`src/rtl/tm1637_pkg.sv`:
```
// Shared types, phase counts and command constants for the TM1637 link transmitter.
package tm1637_pkg;

  typedef enum logic [2:0] {
    IDLE,
    PRESTOP,
    START,
    BIT,
    ACK,
    ACK2,
    STOP
  } state_e;

  typedef struct packed {
    logic clk;
    logic oe;
  } pins_t;

  localparam int unsigned PRESTOP_PHASES = 3;
  localparam int unsigned START_PHASES   = 3;
  localparam int unsigned BIT_PHASES     = 2;
  localparam int unsigned ACK_PHASES     = 2;
  localparam int unsigned ACK2_PHASES    = 1;
  localparam int unsigned STOP_PHASES    = 3;

  localparam logic [7:0] DATA_AUTOINC = 8'h40;
  localparam logic [7:0] ADDR_BASE    = 8'hC0;
  localparam logic [7:0] DISP_ON      = 8'h88;
  localparam logic [7:0] DISP_OFF     = 8'h80;

  function automatic logic [7:0] dispOnCmd(input logic [2:0] brightness);
    return DISP_ON | {5'b0, brightness};
  endfunction

  function automatic logic [1:0] lastPhase(input state_e s);
    logic [1:0] last;
    last = 2'd0;
    case (s)
      PRESTOP: last = 2'(PRESTOP_PHASES - 1);
      START:   last = 2'(START_PHASES - 1);
      BIT:     last = 2'(BIT_PHASES - 1);
      ACK:     last = 2'(ACK_PHASES - 1);
      ACK2:    last = 2'(ACK2_PHASES - 1);
      STOP:    last = 2'(STOP_PHASES - 1);
      default: last = 2'd0;
    endcase
    return last;
  endfunction

  // Pin levels for a non-idle phase; idle levels depend on framing and live in the top.
  function automatic pins_t phasePins(input state_e s, input logic [1:0] ph, input logic bitVal);
    pins_t p;
    p.clk = 1'b1;
    p.oe  = 1'b0;
    case (s)
      PRESTOP, STOP: begin
        case (ph)
          2'd0:    begin p.clk = 1'b0; p.oe = 1'b1; end
          2'd1:    begin p.clk = 1'b1; p.oe = 1'b1; end
          default: begin p.clk = 1'b1; p.oe = 1'b0; end
        endcase
      end
      START: begin
        case (ph)
          2'd0:    begin p.clk = 1'b1; p.oe = 1'b0; end
          2'd1:    begin p.clk = 1'b1; p.oe = 1'b1; end
          default: begin p.clk = 1'b0; p.oe = 1'b1; end
        endcase
      end
      BIT: begin
        p.clk = ph[0];
        p.oe  = ~bitVal;
      end
      ACK: begin
        p.clk = ph[0];
        p.oe  = 1'b0;
      end
      ACK2: begin
        p.clk = 1'b0;
        p.oe  = 1'b0;
      end
      default: begin
        p.clk = 1'b1;
        p.oe  = 1'b0;
      end
    endcase
    return p;
  endfunction

endpackage

```
`src/rtl/tm1637_link_tx_if.sv`:
```
// Byte handshake between the display step sequencer (master) and the link transmitter (slave).
interface tm1637_link_tx_if;
  logic       tx_valid;
  logic       tx_ready;
  logic [7:0] tx_data;
  logic       tx_start;
  logic       tx_stop;
  logic       busy;
  logic       done;
  logic       ack_err;

  modport master (
    output tx_valid, tx_data, tx_start, tx_stop,
    input  tx_ready, busy, done, ack_err
  );

  modport slave (
    input  tx_valid, tx_data, tx_start, tx_stop,
    output tx_ready, busy, done, ack_err
  );
endinterface

```
`src/rtl/tm1637_phase_tick.sv`:
```
// Link phase timer: counts CLK_DIV clk cycles per phase and flags the last one.
module tm1637_phase_tick #(
  parameter int CLK_DIV = 250
) (
  input  logic clk,
  input  logic rst,
  input  logic clear_i,
  output logic tick_o
);

  localparam int W = $clog2(CLK_DIV);
  localparam logic [W-1:0] LAST = W'(CLK_DIV - 1);

  logic [W-1:0] count_q, count_d;

  assign tick_o = (count_q == LAST);

  always_comb begin
    count_d = count_q + W'(1);
    if (clear_i || tick_o) begin
      count_d = '0;
    end
  end

  always_ff @(posedge clk) begin
    if (rst) begin
      count_q <= '0;
    end else begin
      count_q <= count_d;
    end
  end

endmodule

```
`src/rtl/tm1637_link_tx.sv`:
```
// TM1637 bit-level transmitter: start/prestop framing, 8 bits LSB first, ACK slot, stop.
// Optional macro TM1637_ACK_CHECK_EN enables sampling DIO in the ACK slot for ack_err.
module tm1637_link_tx
  import tm1637_pkg::*;
#(
  parameter int CLK_DIV = 250
) (
  input  logic                   clk,
  input  logic                   rst,
  tm1637_link_tx_if.slave        txIf,
  output logic                   tm_clk,
  output logic                   tm_dio_oe,
  input  logic                   tm_dio_in
);

  state_e     state_q, state_d;
  logic [1:0] phase_q, phase_d;
  logic [2:0] bitIdx_q, bitIdx_d;
  logic [7:0] data_q, data_d;
  logic       stop_q, stop_d;
  logic       inFrame_q, inFrame_d;
  logic       tmClk_q, tmClk_d;
  logic       dioOe_q, dioOe_d;
  logic       done_q, done_d;
  logic       ackErr_q, ackErr_d;
  logic       ackSample_q, ackSample_d;
  logic       tick;
  logic       tickClear;
  pins_t      pins;

  tm1637_phase_tick #(.CLK_DIV(CLK_DIV)) uTick (
    .clk     (clk),
    .rst     (rst),
    .clear_i (tickClear),
    .tick_o  (tick)
  );

`ifndef TM1637_ACK_CHECK_EN
  logic unusedDio;
  assign unusedDio = tm_dio_in;
`endif

  always_ff @(posedge clk) begin
    if (rst) begin
      state_q     <= IDLE;
      phase_q     <= '0;
      bitIdx_q    <= '0;
      data_q      <= '0;
      stop_q      <= 1'b0;
      inFrame_q   <= 1'b0;
      tmClk_q     <= 1'b1;
      dioOe_q     <= 1'b0;
      done_q      <= 1'b0;
      ackErr_q    <= 1'b0;
      ackSample_q <= 1'b0;
    end else begin
      state_q     <= state_d;
      phase_q     <= phase_d;
      bitIdx_q    <= bitIdx_d;
      data_q      <= data_d;
      stop_q      <= stop_d;
      inFrame_q   <= inFrame_d;
      tmClk_q     <= tmClk_d;
      dioOe_q     <= dioOe_d;
      done_q      <= done_d;
      ackErr_q    <= ackErr_d;
      ackSample_q <= ackSample_d;
    end
  end

  // Pins are computed from the next state so they change on the same edge as the phase.
  always_comb begin
    state_d     = state_q;
    phase_d     = phase_q;
    bitIdx_d    = bitIdx_q;
    data_d      = data_q;
    stop_d      = stop_q;
    inFrame_d   = inFrame_q;
    done_d      = 1'b0;
    ackErr_d    = 1'b0;
    ackSample_d = ackSample_q;
    tickClear   = 1'b0;

    unique case (state_q)
      IDLE: begin
        if (txIf.tx_valid) begin
          data_d    = txIf.tx_data;
          stop_d    = txIf.tx_stop;
          phase_d   = '0;
          bitIdx_d  = '0;
          tickClear = 1'b1;
          if (txIf.tx_start) begin
            state_d = inFrame_q ? PRESTOP : START;
          end else begin
            state_d = BIT;
          end
        end
      end
      default: begin
        if (tick) begin
          if (phase_q != lastPhase(state_q)) begin
            phase_d = phase_q + 2'd1;
          end else begin
            phase_d = '0;
            case (state_q)
              PRESTOP: state_d = START;
              START: begin
                state_d   = BIT;
                inFrame_d = 1'b1;
              end
              BIT: begin
                if (bitIdx_q == 3'd7) begin
                  state_d = ACK;
                end else begin
                  bitIdx_d = bitIdx_q + 3'd1;
                end
              end
              ACK: begin
                state_d = stop_q ? STOP : ACK2;
`ifdef TM1637_ACK_CHECK_EN
                ackSample_d = tm_dio_in;
`endif
              end
              ACK2: begin
                state_d  = IDLE;
                done_d   = 1'b1;
                ackErr_d = ackSample_q;
              end
              STOP: begin
                state_d   = IDLE;
                inFrame_d = 1'b0;
                done_d    = 1'b1;
                ackErr_d  = ackSample_q;
              end
              default: state_d = IDLE;
            endcase
          end
        end
      end
    endcase

    pins    = phasePins(state_d, phase_d, data_d[bitIdx_d]);
    tmClk_d = pins.clk;
    dioOe_d = pins.oe;
    if (state_d == IDLE) begin
      tmClk_d = ~inFrame_d;
      dioOe_d = 1'b0;
    end
  end

  assign txIf.tx_ready = (state_q == IDLE);
  assign txIf.busy     = (state_q != IDLE);
  assign txIf.done     = done_q;
  assign txIf.ack_err  = ackErr_q;
  assign tm_clk        = tmClk_q;
  assign tm_dio_oe     = dioOe_q;

endmodule

```
`src/flat_wrapper.sv`:
```
// flat-port wrapper written by rule: the top's interface ports become plain ports
module tm1637_link_tx_flat import tm1637_pkg::*;
#(
  parameter int CLK_DIV = 250
)
  (clk, rst, tm_clk, tm_dio_oe, tm_dio_in, txIf_tx_valid, txIf_tx_data, txIf_tx_start, txIf_tx_stop, txIf_tx_ready, txIf_busy, txIf_done, txIf_ack_err);
  tm1637_link_tx_if txIf_i ();
  input  logic clk;
  input  logic rst;
  output logic tm_clk;
  output logic tm_dio_oe;
  input  logic tm_dio_in;
  input wire logic [$bits(txIf_i.tx_valid)-1:0] txIf_tx_valid;
  input wire logic [$bits(txIf_i.tx_data)-1:0] txIf_tx_data;
  input wire logic [$bits(txIf_i.tx_start)-1:0] txIf_tx_start;
  input wire logic [$bits(txIf_i.tx_stop)-1:0] txIf_tx_stop;
  output wire logic [$bits(txIf_i.tx_ready)-1:0] txIf_tx_ready;
  output wire logic [$bits(txIf_i.busy)-1:0] txIf_busy;
  output wire logic [$bits(txIf_i.done)-1:0] txIf_done;
  output wire logic [$bits(txIf_i.ack_err)-1:0] txIf_ack_err;
  assign txIf_i.tx_valid = txIf_tx_valid;
  assign txIf_i.tx_data = txIf_tx_data;
  assign txIf_i.tx_start = txIf_tx_start;
  assign txIf_i.tx_stop = txIf_tx_stop;
  assign txIf_tx_ready = txIf_i.tx_ready;
  assign txIf_busy = txIf_i.busy;
  assign txIf_done = txIf_i.done;
  assign txIf_ack_err = txIf_i.ack_err;
  tm1637_link_tx #(.CLK_DIV(CLK_DIV)) u_core (.clk(clk), .rst(rst), .txIf(txIf_i), .tm_clk(tm_clk), .tm_dio_oe(tm_dio_oe), .tm_dio_in(tm_dio_in));
endmodule
```
`config.mk`:
```
export PLATFORM = sky130hd
export DESIGN_NAME = tm1637_link_tx_flat
export DESIGN_NICKNAME = d
export VERILOG_FILES = /design/src/rtl/tm1637_pkg.sv /design/src/rtl/tm1637_link_tx_if.sv /design/src/rtl/tm1637_phase_tick.sv /design/src/rtl/tm1637_link_tx.sv /design/src/flat_wrapper.sv
export SDC_FILE = /design/constraint.sdc
export NUM_CORES = 1
export LEC_CHECK = 0
export ABC_AREA = 0
export BUFFER_PORTS_ARGS = -buffer_cell sky130_fd_sc_hd__buf_2
export CORE_UTILIZATION = 45
export DETAILED_ROUTE_END_ITERATION = 7
export PLACE_DENSITY = 0.66
export REMOVE_ABC_BUFFERS = 1
export SYNTH_ARGS = -nofsm -noshare
export SYNTH_HDL_FRONTEND = slang
export SYNTH_SLANG_ARGS = --single-unit
```
`constraint.sdc`:
```
create_clock -name clk -period 2.2 [get_ports clk]
set_input_delay 0.33 -clock clk [delete_from_list [all_inputs] [get_ports clk]]
set_output_delay 0.33 -clock clk [all_outputs]
set_load 0.005 [all_outputs]
```
==> impl_metrics.json, run 1 <==
{
  "status": "complete, but fails checks",
  "violations": "setup timing",
  "crit_arrival_ns": 2.54,
  "p_switching_mw": 0.354,
  "ir_worst_vdd_mv": 0.428,
  "ios": 20,
  "start_util_pct": 48.2,
  "reg2reg_to": "u_core.tm_clk$_SDFF_PP1_",
  "hold_violations": 0,
  "grt_pass1_wl_mm": 7.80,
  "grt_antenna_before_repair": 0,
  "setup_viol": 2,
  "diodes": 0,
  "crit_path_start": "u_core.state_q[2]$_SDFF_PP0_",
  "pre_cts_slack_ns": -0.299,
  "cp_max_fo": 5,
  "cap_violations": 0,
  "htreeDepth": 2,
  "yosysWarnings": 0,
  "drv_slew": 0,
  "nets": 301,
  "fp-row-count": 22,
  "setup_slack_ns": -0.186,
  "ys_seq_elements": 29,
  "use_met3_pct": 5.38,
  "synthTopCellsByArea": "dfxtp_1 (32%), nor2_1 (6.2%), nand2_1 (5.2%)",
  "synth.most_common_cell": "nor2_1",
  "gr-usage-all-layers_pct": 24.1,
  "fillers": 344,
  "worst_skew_pair.late_latency_ns": 0.29,
  "yosysTopAreaCellShare_pct": 32.2,
  "drtIter0Drc": 152,
  "hp-class": "in2reg",
  "rsz0062_at_grt": "yes",
  "p_leak_nw": 0.971,
  "whs_ns": 0.279,
  "portBuffers": 17,
  "syn-instance-count": 224,
  "hold_buffers": 0,
  "yosys-top-cells-count": "nor2_1 (30), dfxtp_1 (29), nand2_1 (25)",
  "switching_share_pct": 25.5,
  "die_h_um": 65.3,
  "reg2reg_setup_slack_ns": -0.19,
  "path_clk_slew_ns": 0.07,
  "worstRegToRegCells": 10,
  "synth_edf_count": 0,
  "grt_util_met2_pct": 39.2,
  "gp_congestion": 0.923,
  "end_kind": "register",
  "firstDrtPassIters": 4,
  "min_period_over_period_pct": 108,
  "cts.sink_count": 29,
  "cp-endpoint": "u_core.tm_clk$_SDFF_PP1_",
  "clkPwrFrac_pct": 42.1,
  "synth_area_leader_cell": "dfxtp_1",
  "crit_required_ns": 2.36,
  "layout_min_cycle_time_ns": 2.39,
  "critPathLaunchType": "register",
  "grt_pass1_vias": 1689,
  "fp.coreArea_sq_um": 3740,
  "overflow": 0,
  "synth_area_sq_um": 1810,
  "synthArstFlopShare_pct": 0,
  "cts_root_buf": "clkbuf_8",
  "grt_max_degree": 23,
  "path_class": "reg2reg",
  "avgViaCountPerCell": 5.58,
  "wl_per_cell_um": 14.5,
  "area_growth_pct": 36.0,
  "skew_ns": 0.00496,
  "seq_power_share_pct": 40.7,
  "grt-busiest-layer": "met2",
  "syn_avg_cell_area_sq_um": 8.06,
  "yosysSeqAreaShare_pct": 32.2,
  "combPwrFrac_pct": 17.2,
  "cts_tree": "yes",
  "timing.rr.start": "u_core.state_q[2]$_SDFF_PP0_",
  "synth_flop_cell": "dfxtp_1",
  "routed_wl_mm": 4.84,
  "dieArea_sq_um": 4270,
  "cts_buffer_depth": 2,
  "seq_area_sq_um": 587,
  "die_x_um": 65.3,
  "met1_usage_pct": 31.4,
  "dpl.hpwl_mm": 3.47,
  "p_per_area_nw_per_um2": 565,
  "synth_cell_type_count": 60,
  "drc": 0,
  "multi_input_area_sq_um": 1190,
  "fmax_mhz": 419,
  "num_vias": 1858,
  "drive_gt1_share_pct": 34.4,
  "p_int_mw": 1.03,
  "antenna_left": 0,
  "cts_made_buffers": 5
}
==> sequential cells by signal, indices dropped and copies added (netlist names) <==
signal and cells:
u_core.stop_q 1, u_core.tm_clk 1, u_core.bitIdx_q 3, u_core.tm_dio_oe 1
u_core.state_q 3, u_core.inFrame_q 1, u_core.data_q 8, u_core.phase_q 2
u_core.txIf.done 1, u_core.uTick.count_q 8
==> metal layers <==
metal / up-vias / share of wire (%)
met1: 874 / 45
met5: - / 0
met4: 0 / 1.3
met2: 49 / 49
met3: 8 / 4.7
li1: 927 / -
==> critical path, cell delays in order (launching register included) <==
cell      delay, ns
dfxtp_1        0.38
buf_4          0.17
buf_4          0.14
or3_1          0.42
nand3_1        0.18
o211ai_1       0.13
o31a_1         0.14
buf_4          0.15
nor2_1         0.08
a311oi_1       0.05
or4_1          0.42
==> what timing repair did <==
item,in CTS,in global routing
pin swaps,2,2
gates cloned,0,0
buffers inserted,3,1
resized for setup,13,4
endpoints found under the setup margin,2,2
hold endpoints to repair,0,0
==> power groups by stage <==
stage / Clock, mW / Sequential, mW / Combinational [mW]
floorplan: 0 / 0.577 / 0.111
global placement: 0 / 0.573 / 0.219
detailed placement: 0 / 0.574 / 0.223
CTS: 0.596 / 0.564 / 0.236
global route: 0.627 / 0.566 / 0.258
finish: 0.584 / 0.564 / 0.239
==> stage by stage <==
| step | power [mW] | instances | utilization (%) | setup TNS, ns | instance area (sq um) |
|---|---|---|---|---|---|
| 6_report | 1.39 | 333 | 65.6 | -0.363 | 2450 |
| 5_1_grt | 1.45 | 333 | 65.6 | -0.523 | 2450 |
| 4_1_cts | 1.40 | 332 | 65.0 | -0.395 | 2430 |
| 3_5_place_dp | 0.797 | 321 | 59.3 | -0.536 | 2220 |
| 3_3_place_gp | 0.792 | 321 | 59.3 | -0.372 | 2220 |
| 2_1_floorplan | 0.688 | 211 | - | -0.552 | 1730 |
==> final cells by class <==
cell class,instances,share of cell area [%]
Multi-Input combinational cell,171,48.4
Sequential cell,29,23.9
Timing Repair Buffer,66,18.6
Clock buffer,6,3.36
Tap cell,48,2.45
Inverter,11,1.73
Clock inverter,2,1.53
==> placed cells by master (no fill, tap or decap), types with 5 or more instances in the layout <==
cell	n
a21oi_1	14
and2_1	5
buf_2	17
buf_4	48
clkbuf_8	6
dfxtp_1	26
inv_1	9
nand2_1	25
nand3_1	5
nor2_1	30
xnor2_1	5
==> how the worst min path moves through the flow <==
stage	start	to	cells past startpoint
after floorplan	rst	u_core.bitIdx_q[0]$_SDFF_PP0_	1
after global placement	u_core.data_q[4]$_SDFF_PP0_	u_core.data_q[4]$_SDFF_PP0_	2
after detailed placement	u_core.data_q[7]$_SDFF_PP0_	u_core.data_q[7]$_SDFF_PP0_	2
after CTS	txIf_tx_stop	u_core.stop_q$_SDFFE_PP0P_	3
after global routing	txIf_tx_stop	u_core.stop_q$_SDFFE_PP0P_	3
final	txIf_tx_stop	u_core.stop_q$_SDFFE_PP0P_	3
==> logic make-up after synthesis <==
group                    count (synthesis)  share of synthesized area (%)
AND/OR/NAND/NOR                        103                           29.4
AO/OA/AOI/OAI                           50                           20.3
flip-flops                              29                           32.2
buffers and inverters                   24                           6.58
XOR/XNOR                                 8                           4.30
multiplexers                             6                           4.99
adder cells (fa/ha/maj)                  3                           2.08
other                                    1                          0.208
Note: power is estimated with default switching activity, not from simulation.
==> inputs of run 2 (changes only) <==
Settings changed: SYNTH_HIERARCHICAL from default to 1.
==> run 2 against run 1 <==
The run still ends with setup timing left. Non-clock buffer count is 13 higher. Final area grew 7.1%. Worst setup slack worse by 0.081 ns. Critical path depth is 3 higher. Core utilization fell by 0.76 points. First-iteration DRC count is 59% lower. Critical path type unchanged. Final cell count is 7.8% higher. Synthesized area is 7.3% higher. Clock power shrank 25%.
==> impl_metrics.json, run 2 <==
{
  "end_kind": "register",
  "die_x_um": 67.6,
  "path_class": "reg2reg",
  "cts_root_buf": "clkbuf_8",
  "layout_common_cells": "buf_4 (59), nand2_1 (26), dfxtp_1 (25)",
  "synthArstFlopShare_pct": 0,
  "hold_path_depth": 3,
  "synthTopCellsByArea": "dfxtp_1 (30%), nand2_1 (5.2%), a21oi_1 (5.2%)",
  "timing.rr.start": "u_core/uTick/count_q[1]$_SDFF_PP0_",
  "reg2reg_to": "u_core/tm_dio_oe$_SDFF_PP0_",
  "hold_end": "u_core/stop_q$_SDFFE_PP0P_",
  "diodes": 0,
  "gr-usage-all-layers_pct": 24.2,
  "crit_required_ns": 2.40,
  "yosysSeqAreaShare_pct": 30.0,
  "worstRegToRegCells": 13,
  "portBuffers": 17,
  "yosys-top-cells-count": "dfxtp_1 (29), nand2_1 (27), nor2_1 (21)",
  "p_per_area_nw_per_um2": 511,
  "dieArea_sq_um": 4570,
  "cts_buffer_depth": 2,
  "crit_arrival_ns": 2.67,
  "reg_top3": "u_core/data_q: 8 flops, u_core/uTick/count_q: 8 flops",
  "ys_seq_elements": 29,
  "gp_congestion": 0.808,
  "place_inst": 340,
  "skew_ns": 0.00625,
  "firstDrtPassIters": 4,
  "path_clk_slew_ns": 0.06,
  "ios": 20,
  "synth.most_common_cell": "dfxtp_1",
  "dpl.hpwl_mm": 3.47,
  "reg2reg_setup_slack_ns": -0.27,
  "synth_cell_type_count": 64,
  "min_period_over_period_pct": 112,
  "yosysTopAreaCellShare_pct": 30.0,
  "synth_area_leader_cell": "dfxtp_1",
  "num_vias": 1977,
  "layout_commonest_cell": "buf_4",
  "status": "complete, but fails checks",
  "die_h_um": 67.6,
  "antenna_left": 0,
  "drv_slew": 0,
  "cts.sink_count": 29,
  "start_util_pct": 47.7,
  "rsz0062_at_grt": "yes",
  "routed_wl_mm": 4.94,
  "hp-class": "in2reg",
  "cap_violations": 0,
  "drtIter0Drc": 62,
  "synth_area_sq_um": 1940,
  "fp-row-count": 23,
  "wl_per_cell_um": 13.7,
  "area_growth_pct": 35.8,
  "grt_pass1_vias": 1951,
  "layout_min_cycle_time_ns": 2.47,
  "syn_avg_cell_area_sq_um": 8.10,
  "synth_edf_count": 0,
  "grt_antenna_before_repair": 0,
  "nets": 326,
  "worst_skew_pair.late_latency_ns": 0.28,
  "drc": 0,
  "final_cells": 359,
  "drive_gt1_share_pct": 38.2,
  "overflow": 0,
  "p_leak_nw": 1.06,
  "setup_slack_ns": -0.267,
  "cp_max_fo": 5,
  "yosysWarnings": 6,
  "cts_tree": "yes",
  "avgViaCountPerCell": 5.51,
  "fmax_mhz": 405,
  "hold_start": "txIf_tx_stop",
  "critPathLaunchType": "register",
  "syn-instance-count": 239,
  "grt_pass1_wl_mm": 8.23,
  "synth_flop_cell": "dfxtp_1",
  "setup_viol": 2,
  "grt_max_degree": 24,
  "pre_cts_slack_ns": -0.392,
  "cts_made_buffers": 5,
  "ir_worst_vdd_mv": 0.345,
  "hold_violations": 0,
  "fp.coreArea_sq_um": 4060,
  "htreeDepth": 2,
  "violations": "setup timing"
}
## run 2: cell types whose count changed after synthesis, moves of 5 or more
cell	delta
a21oi_1	+6
a31oi_1	+5
inv_1	-6
nand3_1	+6
nand4b_1	+5
nor2_1	-9
o21ai_0	+10
## run 2: area by class of cell
class,count,area [sq um]
fill,345,1430
multi-input combinational,189,1310
sequential,29,586
timing repair buffer,79,562
clock buffer,7,86.3
tap,50,62.6
inverter,5,21.3
## run 2: stage by stage
| stage | power, mW | hold slack [ns] | cell area (sq um) | TNS (ns) | utilization (%) |
|---|---|---|---|---|---|
| 2_1_floorplan | 0.740 | 0.399 | 1840 | -1.25 | - |
| 6_report | 1.35 | 0.282 | 2630 | -0.417 | 64.8 |
| 5_1_grt | 1.42 | 0.278 | 2630 | -0.659 | 64.8 |
| 3_5_place_dp | 0.869 | 0.454 | 2370 | -0.592 | 58.3 |
| 4_1_cts | 1.35 | 0.278 | 2570 | -0.422 | 63.5 |
| 3_3_place_gp | 0.864 | 0.448 | 2370 | -0.547 | 58.3 |
## run 2: what timing repair did
action,CTS,global route
buffers inserted,7,4
cloned,1,0
endpoints found under the setup margin,2,3
resized for setup,19,6
pin swaps,10,5
hold buffers,0,0
## run 2: worst max path at each step
stage | start | end | slack, ns
after floorplan | u_core/uTick/count_q[3]$_SDFF_PP0_ | u_core/tm_clk$_SDFF_PP1_ | -0.69
after global placement | u_core/uTick/count_q[1]$_SDFF_PP0_ | u_core/tm_dio_oe$_SDFF_PP0_ | -0.30
after detailed placement | u_core/uTick/count_q[1]$_SDFF_PP0_ | u_core/tm_dio_oe$_SDFF_PP0_ | -0.39
after CTS | u_core/uTick/count_q[1]$_SDFF_PP0_ | u_core/tm_dio_oe$_SDFF_PP0_ | -0.35
after global routing | u_core/uTick/count_q[1]$_SDFF_PP0_ | u_core/tm_dio_oe$_SDFF_PP0_ | -0.38
final | u_core/uTick/count_q[1]$_SDFF_PP0_ | u_core/tm_dio_oe$_SDFF_PP0_ | -0.27
## run 2: where the power goes
part	switching (mW)	internal (mW)	leakage (nW)
Clock	0.193	0.248	0.0443
Combinational	0.168	0.168	0.780
Sequential	0.0170	0.552	0.238
Total	0.377	0.968	1.06
## run 2: cells by family (layout without fill, tap and decap cells)
group	after synthesis	after routing	synth area share [%]
simple gates	115	115	33.9
compound gates	64	64	25.0
flops	29	29	30.0
buf+inv	21	91	5.75
mux	4	4	2.33
fa+ha+maj	3	3	1.94
xor+xnor	2	2	0.905
other cells	1	1	0.194
## run 2: critical path, stage by stage (launching register included)
cell,delay (ns)
dfxtp_2,0.32
inv_2,0.06
ha_4,0.13
nand2_4,0.06
nor3_2,0.10
buf_4,0.13
nand4b_1,0.15
buf_4,0.19
o31a_1,0.33
nor2b_4,0.14
mux2_4,0.31
o311ai_4,0.22
o211ai_2,0.10
a31oi_1,0.16
## run 2: routing by layer
metal	routed length (um)	global-route usage, %	vias up
li1	-	-	1011
met1	2240	27.4	926
met2	2470	42.5	30
met3	123	5.74	10
met4	104	10.6	0
met5	0	0	-
==> inputs of run 3 (changes only) <==
Settings changed: ABC_CLOCK_PERIOD_IN_PS from default to 2200, PLACE_DENSITY 0.66 to 0.74.
==> run 3 against run 2 <==
The flow still finishes with violations (setup timing). Critical path type unchanged. Final cell count down 1.4%. Total power rose by 3.5%. Sequential cell count unchanged. Clock-buffer cell count did not move. Largest cell class unchanged.
==> impl_metrics.json, run 3 (synthesis results as in run 2) <==
{
  "crit_path_start": "u_core/uTick/count_q[1]$_SDFF_PP0_",
  "fp.coreArea_sq_um": 4060,
  "hold_buffers": 0,
  "routed_wl_mm": 5.02,
  "fillers": 316,
  "num_vias": 1994,
  "cts_buffer_depth": 2,
  "overflow": 0,
  "ir_worst_vdd_mv": 0.323,
  "p_leak_nw": 1.05,
  "wl_per_cell_um": 14.2,
  "area_growth_pct": 37.6,
  "ios": 20,
  "dpl.hpwl_mm": 3.64,
  "die_x_um": 67.6,
  "drv_slew": 0,
  "grt_util_met2_pct": 44.9,
  "cp_max_fo": 5,
  "skew_ns": 0.00485,
  "cts_root_buf": "clkbuf_8",
  "cp-endpoint": "u_core/tm_dio_oe$_SDFF_PP0_",
  "drtIter0Drc": 122,
  "start_util_pct": 47.7,
  "worstRegToRegCells": 11,
  "rsz0062_at_grt": "yes",
  "cts_made_buffers": 5,
  "layout_min_cycle_time_ns": 2.32,
  "worstMarginPinSlew_ns": 0.545,
  "crit_arrival_ns": 2.53,
  "met1_usage_pct": 26.9,
  "setup_viol": 2,
  "grt_antenna_before_repair": 0,
  "die_h_um": 67.6,
  "use_met3_pct": 6.42,
  "firstDrtPassIters": 4,
  "drc": 0,
  "layout_commonest_cell": "buf_4",
  "relSlewSlack_pct": 63.3,
  "crit_required_ns": 2.41,
  "diodes": 0,
  "cts_tree": "yes",
  "grt_pass1_vias": 2008,
  "violations": "setup timing",
  "grt_pass1_wl_mm": 8.62,
  "avgViaCountPerCell": 5.63,
  "pre_cts_slack_ns": -0.352,
  "min_period_over_period_pct": 105,
  "portBuffers": 17,
  "fmax_mhz": 432,
  "p_per_area_nw_per_um2": 522,
  "drive_gt1_share_pct": 40.5,
  "path_clk_slew_ns": 0.07,
  "reg2reg_to": "u_core/tm_dio_oe$_SDFF_PP0_",
  "htreeDepth": 2,
  "dieArea_sq_um": 4570,
  "cap_violations": 0,
  "final_area_sq_um": 2670,
  "timing.rr.start": "u_core/uTick/count_q[1]$_SDFF_PP0_",
  "gp_congestion": 0.899,
  "end_kind": "register",
  "grt-busiest-layer": "met2",
  "path_class": "reg2reg",
  "status": "complete, but fails checks",
  "fp-row-count": 23,
  "fin_util_pct": 65.7,
  "setup_slack_ns": -0.116,
  "grt_max_degree": 13,
  "layout_common_cells": "buf_4 (54), nand2_1 (26), dfxtp_1 (22)",
  "worst_skew_pair.late_latency_ns": 0.29,
  "critPathLaunchType": "register",
  "nets": 320,
  "place_area_sq_um": 2390,
  "reg_top3": "u_core/data_q: 8 flops, u_core/uTick/count_q: 8 flops",
  "cts.sink_count": 29,
  "hold_violations": 0,
  "antenna_left": 0,
  "hp-class": "in2reg",
  "gr-usage-all-layers_pct": 25.2,
  "reg2reg_setup_slack_ns": -0.12
}
-- run 3: cell types whose count changed in the layout (fill, tap and decap cells not counted), moves of 2 or more --
cell / delta
a31oi_2: -2
dfxtp_1: -3
dfxtp_2: +3
buf_4: -5
-- run 3: how the worst min path moves through the flow --
stage	start	to	slack (ns)	cells past startpoint
after floorplan	rst	u_core/bitIdx_q[0]$_SDFF_PP0_	0.40	1
after global placement	u_core/data_q[6]$_SDFF_PP0_	u_core/data_q[6]$_SDFF_PP0_	0.45	2
final	txIf_tx_stop	u_core/stop_q$_SDFFE_PP0P_	0.28	3
after CTS	txIf_tx_data[7]	u_core/data_q[7]$_SDFF_PP0_	0.28	3
after detailed placement	u_core/data_q[6]$_SDFF_PP0_	u_core/data_q[6]$_SDFF_PP0_	0.45	2
after global routing	txIf_tx_stop	u_core/stop_q$_SDFFE_PP0P_	0.28	3
-- run 3: final cells by class --
type	instances	area (sq um)	area share [%]
flip-flops and latches	29	589	22.1
clock inverters	1	5.00	0.188
clock buffers	7	96.3	3.62
well taps	50	62.6	2.35
inverters	5	21.3	0.798
multi-input cells	189	1370	51.4
repair buffers	73	522	19.6
-- run 3: critical path, stage by stage, from the launching register on --
cell      delay, ns
dfxtp_2        0.32
inv_2          0.05
ha_4           0.13
nand2_4        0.05
nor3_4         0.13
nand4b_1       0.19
or4_4          0.46
nor2b_4        0.14
mux2_4         0.31
o311ai_4       0.21
o211ai_2       0.11
a31oi_1        0.13
-- run 3: through the flow --
| step | cells | setup TNS (ns) | hold slack [ns] | power (mW) |
|---|---|---|---|---|
| 5_1_grt | 354 | -0.489 | 0.278 | 1.46 |
| 4_1_cts | 354 | -0.211 | 0.276 | 1.39 |
| 3_3_place_gp | 342 | -0.555 | 0.447 | 0.872 |
| 3_5_place_dp | 342 | -0.680 | 0.450 | 0.879 |
| 2_1_floorplan | 223 | -1.25 | 0.399 | 0.740 |
| 6_report | 354 | -0.169 | 0.278 | 1.39 |
-- run 3: routing by layer --
layer / part of all wire, % / routed length [um]
met2: 50 / 2490
met4: 2.3 / 114
met1: 44 / 2210
met5: 0 / 0
met3: 3.9 / 196
-- run 3: repair_timing --
item,in CTS,in global routing
resized for setup,31,6
setup endpoints to repair,2,2
setup buffers,5,1
pin swaps,10,6
-- run 3: power breakdown --
| part | switching (mW) | total, mW | internal (mW) |
|---|---|---|---|
| clock network | 0.209 | 0.492 | 0.282 |
| logic | 0.165 | 0.328 | 0.162 |
| registers | 0.0209 | 0.573 | 0.552 |
| total | 0.396 | 1.39 | 0.996 |
